**config.mk**
```make
export PLATFORM = sky130hd
export DESIGN_NAME = tank_sprite_renderer
export DESIGN_NICKNAME = d
export VERILOG_FILES = /design/src/rtl/tank_gfx_pkg.sv /design/src/rtl/sprite_addr_xform.sv /design/src/rtl/tank_sprite_renderer.sv
export SDC_FILE = /design/constraint.sdc
export NUM_CORES = 1
export LEC_CHECK = 0
export CORE_MARGIN = 8
export CORE_UTILIZATION = 40
export CTS_BUF_LIST = sky130_fd_sc_hd__clkbuf_8
export DETAILED_ROUTE_END_ITERATION = 10
export HOLD_SLACK_MARGIN = 0.1
export PLACE_DENSITY = 0.74
export SLEW_MARGIN = 5
export SYNTH_ARGS = -nofsm -noshare
export SYNTH_HDL_FRONTEND = slang
export SYNTH_SLANG_ARGS = --single-unit
export TNS_END_PERCENT = 5
```
**constraint.sdc**
```tcl
create_clock -name vga_clk -period 7 [get_ports vga_clk]
set_input_delay 1.05 -clock vga_clk [delete_from_list [all_inputs] [get_ports vga_clk]]
set_output_delay 1.05 -clock vga_clk [all_outputs]
set_load 0.01 [all_outputs]
```
**src/rtl/tank_gfx_pkg.sv**
```systemverilog
// Shared screen constants and pixel/sprite types for the tank graphics pipeline.
package tank_gfx_pkg;
    localparam int H_ACTIVE = 640;
    localparam int V_ACTIVE = 480;
    localparam int COORD_W  = 10;

    typedef enum logic [1:0] {
        DIR_UP    = 2'd0,
        DIR_RIGHT = 2'd1,
        DIR_DOWN  = 2'd2,
        DIR_LEFT  = 2'd3
    } dir_t;

    typedef struct packed {
        logic [3:0] red;
        logic [3:0] green;
        logic [3:0] blue;
    } rgb444_t;

    typedef struct packed {
        logic    hit;
        logic    blank;
        rgb444_t bg;
    } pix_stage_t;
endpackage

```
**src/rtl/sprite_addr_xform.sv**
```systemverilog
// Maps a sprite-local texel coordinate and facing direction to a row-major
// ROM address, rotating the square sprite in 90 degree steps.
module sprite_addr_xform
    import tank_gfx_pkg::*;
#(
    parameter int SPRITE_W = 32,
    localparam int CW = $clog2(SPRITE_W),
    localparam int AW = $clog2(SPRITE_W * SPRITE_W)
) (
    input  logic [CW-1:0] lx_i,
    input  logic [CW-1:0] ly_i,
    input  dir_t          dir_i,
    output logic [AW-1:0] addr_o
);
    localparam logic [CW-1:0] N    = CW'(SPRITE_W - 1);
    localparam logic [AW-1:0] W_AW = AW'(SPRITE_W);

    logic [CW-1:0] row;
    logic [CW-1:0] col;

    always_comb begin
        row = ly_i;
        col = lx_i;
        case (dir_i)
            DIR_UP:    begin row = ly_i;     col = lx_i;     end
            DIR_RIGHT: begin row = N - lx_i; col = ly_i;     end
            DIR_DOWN:  begin row = N - ly_i; col = N - lx_i; end
            DIR_LEFT:  begin row = lx_i;     col = N - ly_i; end
            default:   begin row = ly_i;     col = lx_i;     end
        endcase
    end

    assign addr_o = AW'(row) * W_AW + AW'(col);
endmodule

```
**src/rtl/tank_sprite_renderer.sv**
```systemverilog
// One scaled, rotated, colour-keyed sprite composited over the upstream pixel;
// position/direction/enable latch at the frame boundary so a frame never tears.
module tank_sprite_renderer
    import tank_gfx_pkg::*;
#(
    parameter int SPRITE_W        = 32,
    parameter int SPRITE_H        = 32,
    parameter int SCALE_SHIFT     = 0,
    parameter int IDX_W           = 4,
    parameter int ROM_LATENCY     = 1,
    parameter int TRANSPARENT_IDX = 0,
    parameter int V_ACTIVE        = 480
) (
    input  logic                                  vga_clk,
    input  logic                                  reset_n,
    input  logic [COORD_W-1:0]                    DrawX,
    input  logic [COORD_W-1:0]                    DrawY,
    input  logic                                  blank,
    input  logic                                  pos_valid,
    input  logic [COORD_W-1:0]                    pos_x,
    input  logic [COORD_W-1:0]                    pos_y,
    input  logic [1:0]                            dir,
    input  logic                                  sprite_en,
    input  logic [3:0]                            bg_red,
    input  logic [3:0]                            bg_green,
    input  logic [3:0]                            bg_blue,
    output logic [$clog2(SPRITE_W*SPRITE_H)-1:0]  rom_address,
    input  logic [IDX_W-1:0]                      rom_q,
    output logic [IDX_W-1:0]                      pal_index,
    input  logic [3:0]                            pal_red,
    input  logic [3:0]                            pal_green,
    input  logic [3:0]                            pal_blue,
    output logic [3:0]                            red,
    output logic [3:0]                            green,
    output logic [3:0]                            blue,
    output logic                                  sprite_hit,
    output logic                                  frame_commit
);
    localparam int CW = $clog2(SPRITE_W);
    localparam int AW = $clog2(SPRITE_W * SPRITE_H);
    localparam logic [COORD_W:0] EXT = (COORD_W + 1)'(SPRITE_W << SCALE_SHIFT);

    if (SPRITE_H != SPRITE_W) begin : g_bad_shape
        $error("tank_sprite_renderer: SPRITE_H must equal SPRITE_W for rotation");
    end
    if (ROM_LATENCY < 1 || ROM_LATENCY > 3) begin : g_bad_latency
        $error("tank_sprite_renderer: ROM_LATENCY must be 1..3");
    end

    logic [COORD_W-1:0] pendX_q, pendY_q, actX_q, actY_q;
    dir_t               pendDir_q, actDir_q;
    logic               pendEn_q, actEn_q;
    logic               commit;

    assign commit       = (DrawX == '0) && (DrawY == COORD_W'(V_ACTIVE));
    assign frame_commit = commit && reset_n;

    // A strobe landing on the commit cycle bypasses pending so it shows next frame.
    always_ff @(posedge vga_clk) begin
        if (!reset_n) begin
            pendX_q   <= '0;
            pendY_q   <= '0;
            pendDir_q <= DIR_UP;
            pendEn_q  <= 1'b0;
            actX_q    <= '0;
            actY_q    <= '0;
            actDir_q  <= DIR_UP;
            actEn_q   <= 1'b0;
        end else begin
            if (pos_valid) begin
                pendX_q   <= pos_x;
                pendY_q   <= pos_y;
                pendDir_q <= dir_t'(dir);
                pendEn_q  <= sprite_en;
            end
            if (commit) begin
                actX_q   <= pos_valid ? pos_x        : pendX_q;
                actY_q   <= pos_valid ? pos_y        : pendY_q;
                actDir_q <= pos_valid ? dir_t'(dir)  : pendDir_q;
                actEn_q  <= pos_valid ? sprite_en    : pendEn_q;
            end
        end
    end

    // Bounds are compared one bit wider so a sprite near the right/bottom edge clips.
    logic [COORD_W:0]   x11, y11, ax11, ay11;
    logic               hit0;
    logic [COORD_W-1:0] dx, dy;
    logic [CW-1:0]      lx, ly;
    logic [AW-1:0]      addr0;
    logic [AW-1:0]      romAddr_q;

    assign x11  = {1'b0, DrawX};
    assign y11  = {1'b0, DrawY};
    assign ax11 = {1'b0, actX_q};
    assign ay11 = {1'b0, actY_q};
    assign hit0 = actEn_q && (x11 >= ax11) && (x11 < ax11 + EXT)
                          && (y11 >= ay11) && (y11 < ay11 + EXT);
    assign dx   = DrawX - actX_q;
    assign dy   = DrawY - actY_q;
    assign lx   = CW'(dx >> SCALE_SHIFT);
    assign ly   = CW'(dy >> SCALE_SHIFT);

    sprite_addr_xform #(
        .SPRITE_W (SPRITE_W)
    ) u_xform (
        .lx_i   (lx),
        .ly_i   (ly),
        .dir_i  (actDir_q),
        .addr_o (addr0)
    );

    always_ff @(posedge vga_clk) begin
        if (!reset_n) begin
            romAddr_q <= '0;
        end else if (hit0) begin
            romAddr_q <= addr0;
        end
    end

    assign rom_address = romAddr_q;
    assign pal_index   = rom_q;

    pix_stage_t stage0;
    assign stage0 = '{hit: hit0, blank: blank,
                      bg: '{red: bg_red, green: bg_green, blue: bg_blue}};

    // Pixel attributes ride alongside the ROM access so they meet rom_q.
    for (genvar i = 0; i <= ROM_LATENCY; i++) begin : g_dly
        pix_stage_t stage_q;
        if (i == 0) begin : g_head
            always_ff @(posedge vga_clk) begin
                if (!reset_n) stage_q <= '0;
                else          stage_q <= stage0;
            end
        end else begin : g_tail
            always_ff @(posedge vga_clk) begin
                if (!reset_n) stage_q <= '0;
                else          stage_q <= g_dly[i-1].stage_q;
            end
        end
    end

    pix_stage_t tail;
    rgb444_t    pix_d, pix_q;
    logic       spriteHit_d, spriteHit_q;

    assign tail = g_dly[ROM_LATENCY].stage_q;

    always_comb begin
        pix_d       = '0;
        spriteHit_d = 1'b0;
        if (tail.blank) begin
            if (tail.hit && (rom_q != IDX_W'(TRANSPARENT_IDX))) begin
                pix_d       = '{red: pal_red, green: pal_green, blue: pal_blue};
                spriteHit_d = 1'b1;
            end else begin
                pix_d = tail.bg;
            end
        end
    end

    always_ff @(posedge vga_clk) begin
        if (!reset_n) begin
            pix_q       <= '0;
            spriteHit_q <= 1'b0;
        end else begin
            pix_q       <= pix_d;
            spriteHit_q <= spriteHit_d;
        end
    end

    assign red        = pix_q.red;
    assign green      = pix_q.green;
    assign blue       = pix_q.blue;
    assign sprite_hit = spriteHit_q;
endmodule

```
# Word level (Yosys, flattened, before mapping)
# Index checks and enable logic that the tools add are counted.
dict set report totals {
  regBits 97
  latch_bits 0
  mem_bits_rw 0
  romBits 0
  in_bits 75
  output_inout_bits 28
  word_cells 57
  memories 0
}
dict set report op_classes {
  n_addsub 7
  mul 0
  div_mod_pow 0
  n_lt_le_gt_ge 4
  eq_ne 4
  shifts 0
  mux 8
  bitwise_logic 0
  n_reduce_logical 11
}
# op count
set op_table {}
lappend op_table {{5-bit case mux with 4 select lines} 2}
lappend op_table {{10-bit by 6-bit adder with 11-bit output (second input constant)} 2}
lappend op_table {{10-bit by 11-bit less-than comparator with 1-bit output} 2}
lappend op_table {{10-bit >= comparator} 2}
lappend op_table {{10-bit two-way mux} 2}
lappend op_table {{12-bit two-way mux} 1}
lappend op_table {{10-bit by 5-bit adder with 10-bit output} 1}
lappend op_table {{10-bit by 9-bit == test with 1-bit output (second input constant)} 1}
lappend op_table {{10-bit logical NOT} 1}
lappend op_table {{5-bit subtractor} 2}
lappend op_table {{5-bit subtractor (first input constant)} 2}
lappend op_table {{1-bit logical AND} 7}
lappend op_table {{2-bit == test (second input constant)} 2}
lappend op_table {{4-bit nonzero test} 1}
lappend op_table {{2-bit by 1-bit == test with 1-bit output (second input constant)} 1}
lappend op_table {{2-bit logical NOT} 1}
lappend op_table {{1-bit two-way mux} 2}
lappend op_table {{2-bit two-way mux} 1}
lappend op_table {{2-bit AND reduction} 1}

# Logic depth before layout (Yosys ltp)
# Gate-level depths: netlist (run 1).
dict set report logic_depth {
  depth_word 5
  depth_mapped 10
  ltp_nobuf 9
}

# Hierarchy
# Synthesis (run 1) repeated with hierarchy kept, for this count alone.
dict set report unflattened {
  cells_unflattened 482
  hier_area_um2 4564.4
}
# mod n_inst cells_per_inst area_each_um2 seq_area_each_um2
set by_module_without_submodules {}
lappend by_module_without_submodules {tank_sprite_renderer 1 455 4356.7 1941.9}
lappend by_module_without_submodules {sprite_addr_xform 1 27 207.7 0.0}

# Worst setup path after synthesis (run 1)
# No wires, ideal clock.
dict set report synth_timing {
  kind {input to output}
  start {in DrawX[4]}
  end {out frame_commit}
  arrival_ns 1.915
  required_ns 5.950
  slack_ns 4.035
  stages 3
  path_buffers 0
  cell_sequence {nor4b_1 -> nand2_1 -> nor4_1}
}
dict set report synth_via {
  elab_chain_cells 3
}
# element line
set synth_rtl {}
lappend synth_rtl {{start, declared} tank_sprite_renderer.sv:16} ;# input logic [COORD_W-1:0] DrawX,
lappend synth_rtl {{10-bit logical NOT} tank_sprite_renderer.sv:55} ;# assign commit = (DrawX == '0) && (DrawY == COORD_W'(V_ACTIVE));
lappend synth_rtl {{1-bit logical AND} tank_sprite_renderer.sv:55}
lappend synth_rtl {{1-bit logical AND} tank_sprite_renderer.sv:56} ;# assign frame_commit = commit && reset_n;
lappend synth_rtl {{end, declared} tank_sprite_renderer.sv:37} ;# output logic frame_commit
# Every way passes these cells.

# Worst setup path after layout (run 1)
dict set report layout_timing {
  start {in reset_n}
  end {out frame_commit}
}
dict set report layout_via {
  elab_chain_cells 1
}
# element line
set layout_rtl {}
lappend layout_rtl {{start, declared} tank_sprite_renderer.sv:15} ;# input logic reset_n,
lappend layout_rtl {{1-bit logical AND} tank_sprite_renderer.sv:56}
# Every way passes these cells.

==> metrics, run 1 <==
result of the run=complete, no violations; number of enable-type register cells in the synthesized netlist=0; worst reg2reg path depth=8; most frequent cells after synthesis=dfxtp_1 (97), nor2_1 (63), nand2_1 (51); slowest cell on the critical path=clkdlybuf4s50_1; # clock sinks=97; worst stage delay on the critical path=0.65 ns; number of setup violations in the final report=0; overall die width=122 um; Seq cells post-synth=97; number of placement rows=39; largest net degree at the start of global routing=51; H-Tree Level Count=3; max-capacitance violation count=0; Max IR drop VDD=0.000103 V; number of placed I/O pins=103; clock transition time at the flip-flop clock pins of the worst setup and hold paths=0.10 ns; async set or reset register ratio after synthesis=0%; count of warnings emitted by yosys=0; gp weighted congestion=0.864; global-route wire length before repair=16800 um; CP endpoint=frame_commit; hold-fix buffer count after cts=0; achievable frequency=225 MHz; sequential-to-total area share from yosys stat=42.9%; biggest area consumer among synthesized cells=dfxtp_1; final critical delay including setup and external delays=4.44 ns; critical register-to-register path startpoint=actY_q[0]; final total negative setup slack=0 ns; top cell type's share of synthesized area=42.9%; dominant cell by count in the synthesized netlist=dfxtp_1; clock tree buffer depth=2; routed wirelength normalized by instance count=14.1 um; overall global routing resource usage=14.0%; Syn Nets=601; detail-routed via count per cell=4.86; Post-CTS Repair Setup Buffers=0; syn_area_per_cell=9.19 sq um; Worst Hold Path Cells=1; synthesis-to-finish area growth=28.8%; count of input and output buffers=102; final global-route overflow total=0; root buf cell=clkbuf_8; fraction of the cycle the final worst path needs=63.4%; core utilization of the finished layout=51.9%; DRC viols=0; TritonCTS clock tree=done; Mapped Area=4520 sq um; antenna viol nets, final=0; number of global-route vias before repair=3646; starting DRC count in detailed routing=111; measured slew at the worst slew-check pin=1.05 ns; area enclosed by the die boundary=15000 sq um; type of the tightest min-delay check=flop to flop; number of distinct library cells after synthesis=47; setup slack on the worst flop-to-flop path=4.37 ns; Worst-Skew Late Latency=0.36 ns; routed wire length=10300 um; filler instances=1042; class of the most critical setup path=input port to output pin; initial antenna violation count=0; CORE AREA=11200 sq um; ratio of cells with drive above 1 in the final layout=5.12%; Antenna Cells=0; tightest slew margin relative to the limit=29.0%; top post-synthesis cells by area=dfxtp_1 (43%), ha_1 (8.9%), mux2i_1 (8.4%); worst clock skew=0.00978 ns; power per standard cell area=186 nW/um^2; CTS Buf Count=9; hold violation count in the final report=0; endpoint of the most critical register-to-register path=rom_address[9]; timing startpoint of the critical path=reset_n; cell count after synthesis=492; required time worst endpoint=5.95 ns; Arrival @ worst endpoint=3.39 ns; Critical Path Sink Type=output pin; critical-path cell list=clkdlybuf4s50_1, buf_4, inv_1, buf_4, nor4_1, clkdlybuf4s50_1; Final Slew Violations=0; starting density of the core=40.3%; unrepaired setup endpoints after global routing=no; largest fanout on the critical path=50; half-perimeter wire length after placement=8180 um; total vias in the final route=3543; Startpoint Class=input port; net count of the finished layout=690; Primary FF master, synth=dfxtp_1; Vert. Die Dim=122 um; Pleak=2.29 nW; Resized Gates After CTS=0; Pre-Repair DR Iteration Count=4
==> critical path: cells and delay by family <==
family / cells / cell delay, ns
buffers and inverters: 5 / 1.80
AND/OR/NAND/NOR: 1 / 0.52
==> where the power goes <==
group          switching [mW]  internal (mW)  leakage [nW]  total (mW)
clock network           0.196          0.190         0.112       0.387
logic                  0.0567         0.0727          1.39       0.129
registers             0.00327          0.566         0.792       0.570
==> worst min-delay path by stage <==
stage	end	from	slack (ns)
global placement	g_dly[1].stage_q[1]	g_dly[0].stage_q[1]	0.41
finish	g_dly[1].stage_q[7]	g_dly[0].stage_q[7]	0.44
floorplan	g_dly[1].stage_q[0]	g_dly[0].stage_q[0]	0.41
detailed placement	g_dly[1].stage_q[2]	g_dly[0].stage_q[2]	0.42
global route	g_dly[1].stage_q[2]	g_dly[0].stage_q[2]	0.45
CTS	g_dly[1].stage_q[2]	g_dly[0].stage_q[2]	0.44
==> per-layer routing <==
metal	GRT usage (%)	wire length, um
met5	0	0
met1	16.3	4570
met2	22.8	4600
met4	7.01	369
met3	4.32	721
==> final cells by class <==
type / instances / area (sq um) / area share, %
clock buffer: 11 / 151 / 2.60
clock inverter: 5 / 67.6 / 1.16
inverter: 27 / 101 / 1.74
multi-input combinational: 340 / 2330 / 40.0
sequential: 97 / 1940 / 33.3
tap: 143 / 179 / 3.07
timing repair buffer: 106 / 1050 / 18.0
==> cell usage in the layout (no fill, tap or decap), drive strengths merged, types with 2 or more instances in the layout <==
cell type | netlist | layout
a211o | 2 | 2
a211oi | 25 | 25
a21o | 3 | 3
a21oi | 26 | 26
a221oi | 2 | 2
and2 | 28 | 28
and2b | 2 | 2
and3 | 2 | 2
buf | 14 | 4
clkbuf | 13 | 11
clkdlybuf4s50 | 0 | 102
dfxtp | 97 | 97
fa | 2 | 2
ha | 32 | 32
inv | 27 | 30
mux2 | 2 | 2
mux2i | 38 | 38
nand2 | 51 | 51
nand2b | 3 | 3
nand3 | 6 | 6
nand4 | 5 | 5
nor2 | 63 | 63
nor2b | 2 | 2
nor4 | 4 | 4
o21ai | 8 | 8
xnor2 | 14 | 14
xor2 | 6 | 6
==> metrics by stage <==
step	cells	setup WS, ns	area (sq um)	power (mW)	hold WS [ns]
2_1_floorplan	492	4.03	4520	0.649	0.412
3_3_place_gp	713	2.59	5610	0.709	0.415
3_5_place_dp	713	2.61	5610	0.712	0.418
4_1_cts	729	2.59	5820	1.10	0.437
5_1_grt	729	2.46	5820	1.14	0.451
6_report	729	2.56	5820	1.09	0.435
==> logic make-up (layout without fill, tap and decap cells) <==
family / after synthesis / after routing / synth area share, %
simple gates: 173 / 173 / 18.2
fa+ha+maj: 34 / 34 / 9.74
xor+xnor: 20 / 20 / 3.87
buf+inv: 55 / 149 / 5.64
compound gates: 73 / 73 / 10.7
mux: 40 / 40 / 8.91
flops: 97 / 97 / 42.9
==> registers in the layout, indices dropped and copies added (netlist names) <==
signal,flops
pendY_q,10
actDir_q,2
sprite_hit,1
rom_address,10
actX_q,10
green,4
red,4
pendEn_q,1
actY_q,10
actEn_q,1
pendX_q,10
pendDir_q,2
g_dly.stage_q,28
blue,4
No activity file was read; power rests on OpenSTA's default activity.
==> inputs of run 2 (changes only) <==
PLACE_DENSITY = 0.77   (was 0.74)
clock period = 3.7 ns   (was 7 ns; I/O delays follow)
==> metrics, run 2 (synthesized netlist as in run 1, its figures left out) <==
measured slew at the worst slew-check pin=1.12 ns; clock transition time at the flip-flop clock pins of the worst setup and hold paths=0.09 ns; hold violation count in the final report=0; fraction of the cycle the final worst path needs=86.4%; max-capacitance violation count=0; total vias in the final route=3550; number of global-route vias before repair=3692; net count of the finished layout=690; worst reg2reg path depth=8; Vert. Die Dim=122 um; ratio of cells with drive above 1 in the final layout=5.12%; area used by sequential logic in the layout=1940 sq um; setup slack on the worst flop-to-flop path=1.02 ns; tightest slew margin relative to the limit=24.5%; class of the most critical setup path=input port to output pin; antenna viol nets, final=0; most frequent cells in the layout=clkdlybuf4s50_1 (102), dfxtp_1 (97), nor2_1 (63), nand2_1 (51), mux2i_1 (38); half-perimeter wire length after placement=8470 um; detail-routed via count per cell=4.86; achievable frequency=313 MHz; number of setup violations in the final report=0; gp weighted congestion=0.844; DRC viols=0; area enclosed by the die boundary=15000 sq um; synthesis-to-finish area growth=29.0%; global-route wire length before repair=17400 um; routed wire length=10500 um; result of the run=complete, no violations; Pre-Repair DR Iteration Count=4; max FFs per register=28; unrepaired setup endpoints after global routing=no; Final Slew Violations=0; routed wirelength normalized by instance count=14.5 um; initial antenna violation count=1; number of placed I/O pins=103; power per standard cell area=357 nW/um^2; H-Tree Level Count=3; Placement Setup Slack=0.357 ns; worst clock skew=0.00751 ns; filler instances=1062; most common library cell in the layout ignoring fill and taps=clkdlybuf4s50_1; CP endpoint=frame_commit; Arrival @ worst endpoint=2.64 ns; Overall Power=2.08 mW; number of placement rows=39; largest fanout on the critical path=3; Top reg by flops=g_dly.stage_q; final total negative setup slack=0 ns; post-route setup slack=0.503 ns; final global-route overflow total=0; hold-fix buffer count after cts=0; type of the tightest min-delay check=flop to flop; Critical Path Sink Type=output pin; starting density of the core=40.3%; Startpoint Class=input port; Resized Gates After CTS=0; CTS Buf Count=9; Post-CTS Repair Setup Buffers=0; required time worst endpoint=3.14 ns; final standard cell count with taps included and fillers excluded=730; overall global routing resource usage=14.7%; combined area of the multi-input logic cells=2330 sq um; Max IR drop VDD=0.000293 V; final critical delay including setup and external delays=3.20 ns; overall die width=122 um; critical register-to-register path startpoint=actY_q[5]; clock tree buffer depth=2; worst slack on hold paths=0.432 ns; largest net degree at the start of global routing=50; timing startpoint of the critical path=DrawY[8]; number of cells in the design after placement=713; count of input and output buffers=102; Worst-Skew Late Latency=0.38 ns; starting DRC count in detailed routing=102; root buf cell=clkbuf_8; TritonCTS clock tree=done; CORE AREA=11200 sq um; Pleak=2.29 nW; # clock sinks=97; endpoint of the most critical register-to-register path=rom_address[0]
-- run 2: cell count changes in the layout (fill, tap and decap cells not counted), sizes merged --
| cell | delta |
|---|---|
| diode | +1 |
| bufinv | +1 |
| inv | -1 |
| clkinvlp | +2 |
| clkbuf | -2 |
-- run 2: layout make-up --
class,count,share of cell area (%)
multi-input cells,340,40.0
inverters,27,1.74
diodes,1,0.0429
clock inverters,7,1.74
well taps,143,3.07
clock buffers,9,2.12
flip-flops and latches,97,33.3
repair buffers,106,18.0
-- run 2: routing by layer --
| layer | GRT usage [%] | up-vias | part of all wire (%) |
|---|---|---|---|
| met5 | 0 | - | 0 |
| met4 | 7.24 | 0 | 2.9 |
| met3 | 4.55 | 17 | 6.9 |
| met2 | 24.9 | 102 | 47 |
| met1 | 16.4 | 1593 | 43 |
| li1 | - | 1838 | - |
-- run 2: worst min path at each step --
stage               slack [ns]              endpoint  cells after the start                 start
floorplan                 0.41   g_dly[1].stage_q[0]                      1   g_dly[0].stage_q[0]
global placement          0.41   g_dly[1].stage_q[0]                      1   g_dly[0].stage_q[0]
finish                    0.43   g_dly[1].stage_q[2]                      1   g_dly[0].stage_q[2]
global route              0.45   g_dly[1].stage_q[0]                      1   g_dly[0].stage_q[0]
detailed placement        0.42   g_dly[1].stage_q[0]                      1   g_dly[0].stage_q[0]
CTS                       0.44  g_dly[1].stage_q[13]                      1  g_dly[0].stage_q[13]
-- run 2: stage by stage --
stage,utilization (%),cell area [sq um]
6_report,52.0,5830
5_1_grt,52.0,5830
4_1_cts,52.0,5830
3_5_place_dp,49.9,5610
3_3_place_gp,49.9,5610
2_1_floorplan,-,4520
-- run 2: critical path: stages --
cell	delay, ns
clkdlybuf4s50_1	0.55
nor4b_1	0.30
nand2_1	0.17
nor4_1	0.44
clkdlybuf4s50_1	0.62
-- run 2: power by group --
group,total (mW),internal [mW],switching (mW)
Sequential,1.08,1.07,0.00650
Clock,0.761,0.386,0.375
Combinational,0.244,0.138,0.106
